**src/rtl/hw_to_sw_tx.sv**
```systemverilog
// rtl/hw_to_sw_tx.sv - event byte FIFO presented to software over a 4-phase PIO handshake
module hw_to_sw_tx #(
  parameter int DEPTH   = 8,
  parameter int TIMEOUT = 1000000
) (
  input  logic                   clk50,
  input  logic                   reset_n,
  input  logic                   ev_valid,
  input  logic [7:0]             ev_data,
  output logic                   ev_ready,
  input  logic [1:0]             sw_ack,
  output logic [1:0]             to_sw_sig,
  output logic [7:0]             to_sw_data,
  output logic [$clog2(DEPTH):0] fifo_count,
  output logic                   busy
);

  localparam int PW = $clog2(DEPTH);
  localparam int CW = PW + 1;
  localparam int TW = (TIMEOUT > 1) ? $clog2(TIMEOUT) : 1;
  localparam logic [CW-1:0] FULL_CNT = CW'(DEPTH);
  localparam logic [TW-1:0] TO_LAST  = TW'(TIMEOUT - 1);

  typedef enum logic [1:0] {
    IDLE    = 2'd0,
    PRESENT = 2'd1,
    RELEASE = 2'd2
  } state_t;

  state_t          state_q, state_d;
  logic [7:0]      mem_q [DEPTH];
  logic [PW-1:0]   wr_ptr_q, rd_ptr_q;
  logic [CW-1:0]   count_q, count_d;
  logic [TW-1:0]   tmo_q, tmo_d;
  logic [7:0]      data_q, data_d;
  logic            loss_q, loss_d;
  logic            full, push, pop, overflow, tmo_drop;

  assign full     = (count_q == FULL_CNT);
  // A full FIFO rejects the push even if a pop frees a slot this same cycle.
  assign push     = ev_valid && !full;
  assign overflow = ev_valid && full;

  always_comb begin
    state_d  = state_q;
    tmo_d    = tmo_q;
    data_d   = data_q;
    pop      = 1'b0;
    tmo_drop = 1'b0;
    case (state_q)
      IDLE: begin
        if (count_q != '0) begin
          data_d  = mem_q[rd_ptr_q];
          tmo_d   = '0;
          state_d = PRESENT;
        end
      end
      PRESENT: begin
        if (sw_ack == 2'b01) begin
          pop     = 1'b1;
          state_d = RELEASE;
        end else if (TIMEOUT != 0 && tmo_q == TO_LAST) begin
          pop      = 1'b1;
          tmo_drop = 1'b1;
          state_d  = IDLE;
        end else begin
          tmo_d = tmo_q + 1'b1;
        end
      end
      RELEASE: begin
        // Reserved code 10 behaves like a release.
        if (sw_ack[0] == 1'b0) begin
          state_d = IDLE;
        end
      end
      default: state_d = IDLE;
    endcase
  end

  always_comb begin
    count_d = count_q;
    case ({push, pop})
      2'b10:   count_d = count_q + 1'b1;
      2'b01:   count_d = count_q - 1'b1;
      default: count_d = count_q;
    endcase
  end

  // Set beats clear when both land in the same cycle.
  always_comb begin
    loss_d = loss_q;
    if (overflow || tmo_drop) begin
      loss_d = 1'b1;
    end else if (sw_ack == 2'b11) begin
      loss_d = 1'b0;
    end
  end

  always_ff @(posedge clk50 or negedge reset_n) begin
    if (!reset_n) begin
      state_q  <= IDLE;
      wr_ptr_q <= '0;
      rd_ptr_q <= '0;
      count_q  <= '0;
      tmo_q    <= '0;
      data_q   <= '0;
      loss_q   <= 1'b0;
    end else begin
      state_q <= state_d;
      count_q <= count_d;
      tmo_q   <= tmo_d;
      data_q  <= data_d;
      loss_q  <= loss_d;
      if (push) begin
        wr_ptr_q <= wr_ptr_q + 1'b1;
      end
      if (pop) begin
        rd_ptr_q <= rd_ptr_q + 1'b1;
      end
    end
  end

  always_ff @(posedge clk50) begin
    if (push) begin
      mem_q[wr_ptr_q] <= ev_data;
    end
  end

  assign ev_ready   = !full;
  assign to_sw_sig  = {loss_q, (state_q == PRESENT)};
  assign to_sw_data = data_q;
  assign fifo_count = count_q;
  assign busy       = (state_q != IDLE);

endmodule

```
**config.mk**
```make
export PLATFORM = sky130hd
export DESIGN_NAME = hw_to_sw_tx
export DESIGN_NICKNAME = d
export VERILOG_FILES = /design/src/rtl/hw_to_sw_tx.sv
export SDC_FILE = /design/constraint.sdc
export NUM_CORES = 1
export LEC_CHECK = 0
export CORE_MARGIN = 1
export CORE_UTILIZATION = 59
export CTS_CLUSTER_SIZE = 30
export DETAILED_ROUTE_END_ITERATION = 12
export GPL_TIMING_DRIVEN = 0
export PLACE_DENSITY = 0.79
export SLEW_MARGIN = 30
export SYNTH_ARGS = -nofsm -noshare
export SYNTH_HDL_FRONTEND = slang
export SYNTH_SLANG_ARGS = --single-unit
```
**constraint.sdc**
```tcl
create_clock -name clk50 -period 3 [get_ports clk50]
set_input_delay 0.3 -clock clk50 [delete_from_list [all_inputs] [get_ports clk50]]
set_output_delay 0.3 -clock clk50 [all_outputs]
set_load 0.02 [all_outputs]
```
==> impl_metrics.yaml <==
critical_path:
  cp_slowest_stage_delay_ns: 0.46
  critPathTopFamily: "adder cells"
  worst-path-max-fanout: 10
  critPathSlowestCell: "dfrtp_1"
  critPathCaptureType: "register"
  crit_chain: "ha_2 > nand3_1 > nand2b_1 > nor2_1 > o21ai_1 > inv_1 > ha_1 > ha_1 > a21o_1 > a21oi_1 > xnor2_1 > nor2_1 > xor2_1"
  crit_required_ns: 3.27
  worst-path-buf-inv: 1
  start_kind: "register"
  crit_type: "register to register"
  crit_arrival_ns: 3.00
pwr:
  power.leakage_nw: 2.00
  powerDensity_nw_per_um2: 835
  power.internal_mw: 2.90
  comb_power_share_pct: 35.3
  sw_frac_of_total_pct: 34.6
  switchingPower_mw: 1.54
  ir_drop_mv: 0.564
  clockPowerShare_pct: 19.2
  seqPwrFrac_pct: 45.6
timing:
  fin_tns_setup_ns: 0
  slew_headroom_pct: 43.8
  max_freq_mhz: 365
  setup_viol: 0
  skew_ns: 0.0173
  timing.final.crit_period_ns: 2.74
  slew_violations: 0
  hold_violations: 0
  finalCritPeriodShare_pct: 91.3
  rsz0062_at_grt: "false"
  worst_pin_slew_ns: 0.839
logic_synthesis:
  ys.flop_type: "edfxtp_1"
  synth-seq-cells: 105
  synth_cells: 327
  avgSynthCellArea_um2: 14.2
  synth_area_um2: 4630
  synth_cell_types: 52
  seq_area_frac_synth_pct: 63.6
  yosysWarnings: 0
  synthArstFlopShare_pct: 39.0
  synth_fp_nets: 347
  synth_edf_count: 64
cts:
  numCtsBuffers: 9
  htreeDepth: 3
  clkLatencyLatePin_ns: 0.37
  clk_pin_slew_ns: 0.12
  cts_buffer_depth: 2
  ctsRootBufferMaster: "clkbuf_8"
  clock-sinks: 105
  cts_tree: "built"
route:
  wl_met1_mm: 3.82
  drtIter0Drc: 225
  avgRoutedWirePerCell_um: 17.6
  highest_layer: "met4"
  routed-wl-met3_um: 410
  detail-route-antenna-nets: 0
  drc: 0
  first_pass_iters: 4
  vias: 2792
  drt-total-wl_mm: 8.33
  wl_met2_mm: 4.02
  avgViaCountPerCell: 5.89
finish:
  drive_gt1_share_pct: 15.2
  area_growth_pct: 14.7
  fill_cells: 516
  fin_area_um2: 5320
  antennaDiodeCount: 0
  multi_input_area_um2: 1570
  nets: 390
  regArea_um2: 2950
global_route:
  grt_pass1_wl_mm: 13.9
  grt-ovfl-total: 0
  grt_max_degree: 26
  antenna_found_initial: 0
  grt_pass1_vias: 2700
  grt_usage_pct: 22.5
floorplan:
  core_region_area_um2: 7410
  fp-row-count: 31
  die_h_um: 90.6
  fp.dieArea_um2: 8210
  io_pins: 29
  start_util_pct: 62.6
  die_w_um: 90.6
placed_design:
  placed_cell_area_um2: 5110
  routabilityCongestion: 0.841
  portBuffers: 28
  hpwl_mm: 5.81
hold_path:
  hold_class: "input pin to asynchronous set/reset pin"
outcome:
  outcome: "finished clean"
run:
  maxCapViolCount: 0
[final timing paths]
path                                      startpoint                         to  slack [ns]  cells after the start
min reg2reg                to_sw_data[1]$_DFFE_PN0P_  to_sw_data[1]$_DFFE_PN0P_        0.49                      2
min                                          reset_n      tmo_q[12]$_DFFE_PN0P_        0.39                      2
max reg2reg                     tmo_q[0]$_DFFE_PN0P_  fifo_count[3]$_DFFE_PN0P_        0.26                     13
max in group asynchronous                    reset_n       tmo_q[8]$_DFFE_PN0P_        2.16                      3
min in group clk50         to_sw_data[1]$_DFFE_PN0P_  to_sw_data[1]$_DFFE_PN0P_        0.49                      2
max                             tmo_q[0]$_DFFE_PN0P_  fifo_count[3]$_DFFE_PN0P_        0.26                     13
[routing by layer]
layer / up-vias / track usage (%)
met2: 65 / 35.2
met5: - / 0
met4: 0 / 6.45
li1: 1333 / -
met1: 1388 / 32.2
met3: 6 / 4.71
[final cells by class]
| cell class | count | area share, % |
|---|---|---|
| Buffer | 18 | 2.14 |
| Timing Repair Buffer | 33 | 6.17 |
| Multi-Input combinational cell | 194 | 29.6 |
| Tap cell | 99 | 2.33 |
| Inverter | 9 | 0.730 |
| Clock inverter | 7 | 1.27 |
| Sequential cell | 105 | 55.5 |
| Clock buffer | 9 | 2.33 |
[timing repair]
action                                 in CTS  in global routing
setup endpoints to repair                   1                  2
gates resized for setup                     1                  1
hold buffers                                1                  0
setup buffers                               0                  0
endpoints found under the hold margin      16                  0
[through the flow]
stage | cells | worst slack (ns) | power (mW) | hold WS, ns | util (%)
finish | 474 | 0.262 | 4.44 | 0.385 | 71.7
global route | 474 | 0.0594 | 4.70 | 0.406 | 71.7
CTS | 475 | 0.00170 | 4.46 | 0.392 | 71.8
detailed placement | 458 | -0.0635 | 3.63 | 0.244 | 69.0
global placement | 454 | -0.155 | 3.54 | 0.461 | 68.0
floorplan | 327 | 0.312 | 3.07 | 0.00441 | -
[sequential cells by signal, summed over array words and instances, names as in the netlist]
name        flops
mem_q          64
tmo_q          20
to_sw_data      8
fifo_count      4
rd_ptr_q        3
wr_ptr_q        3
state_q         2
loss_q          1
[layout by cell type, fill, tap and decap left out, types with 9 or more instances in the layout]
cell type        Yosys  layout
dfrtp_1             41      41
clkdlybuf4s50_1      0      27
nand3_1             12      12
nor2_1              14      14
edfxtp_1            64      64
clkbuf_8             0       9
nand2_1             22      22
mux2i_1              9       9
xnor2_1             10      10
o21ai_0             18      17
mux4_2              16      16
[kinds of logic (layout without fill, tap and decap cells)]
| group | after synthesis | after routing | share of synthesized area (%) |
|---|---|---|---|
| multiplexers | 27 | 27 | 10.2 |
| AO/OA/AOI/OAI | 53 | 53 | 7.64 |
| adder cells (fa/ha/maj) | 7 | 7 | 2.05 |
| AND/OR/NAND/NOR | 95 | 95 | 10.9 |
| XOR/XNOR | 12 | 12 | 2.27 |
| buffers and inverters | 28 | 76 | 3.37 |
| flip-flops | 105 | 105 | 63.6 |
[synthesized netlist by cell type, types with 6 or more instances]
| cell type | n | area (um^2) |
|---|---|---|
| inv_1 | 7 | 26.3 |
| clkbuf_1 | 7 | 26.3 |
| a22o_1 | 6 | 52.6 |
| nand4_1 | 8 | 50.1 |
| xnor2_1 | 10 | 87.6 |
| ha_1 | 6 | 75.1 |
| o21ai_0 | 18 | 90.1 |
| nand2_1 | 22 | 82.6 |
| nand2b_1 | 7 | 43.8 |
| nor3_1 | 6 | 30.0 |
| mux4_2 | 16 | 360 |
| nor2_1 | 14 | 52.6 |
| dfrtp_1 | 41 | 1030 |
| mux2i_1 | 9 | 90.1 |
| edfxtp_1 | 64 | 1920 |
| nand3_1 | 12 | 60.1 |
[worst reg2reg max path, cell delays in order, from the launching register on]
cell      delay (ns)
dfrtp_1         0.46
ha_2            0.29
nand3_1         0.12
nand2b_1        0.16
nor2_1          0.07
o21ai_1         0.27
inv_1           0.10
ha_1            0.23
ha_1            0.28
a21o_1          0.17
a21oi_1         0.16
xnor2_1         0.13
nor2_1          0.06
xor2_1          0.14
[power by group through the flow]
stage	clock network [mW]	registers (mW)	logic, mW
final	0.850	2.02	1.57
after detailed placement	0	2.05	1.58
after floorplan	0	2.10	0.967
after global routing	0.927	2.06	1.72
after CTS	0.857	2.02	1.58
after global placement	0	2.03	1.51
Note: power is estimated with default switching activity, not from simulation.
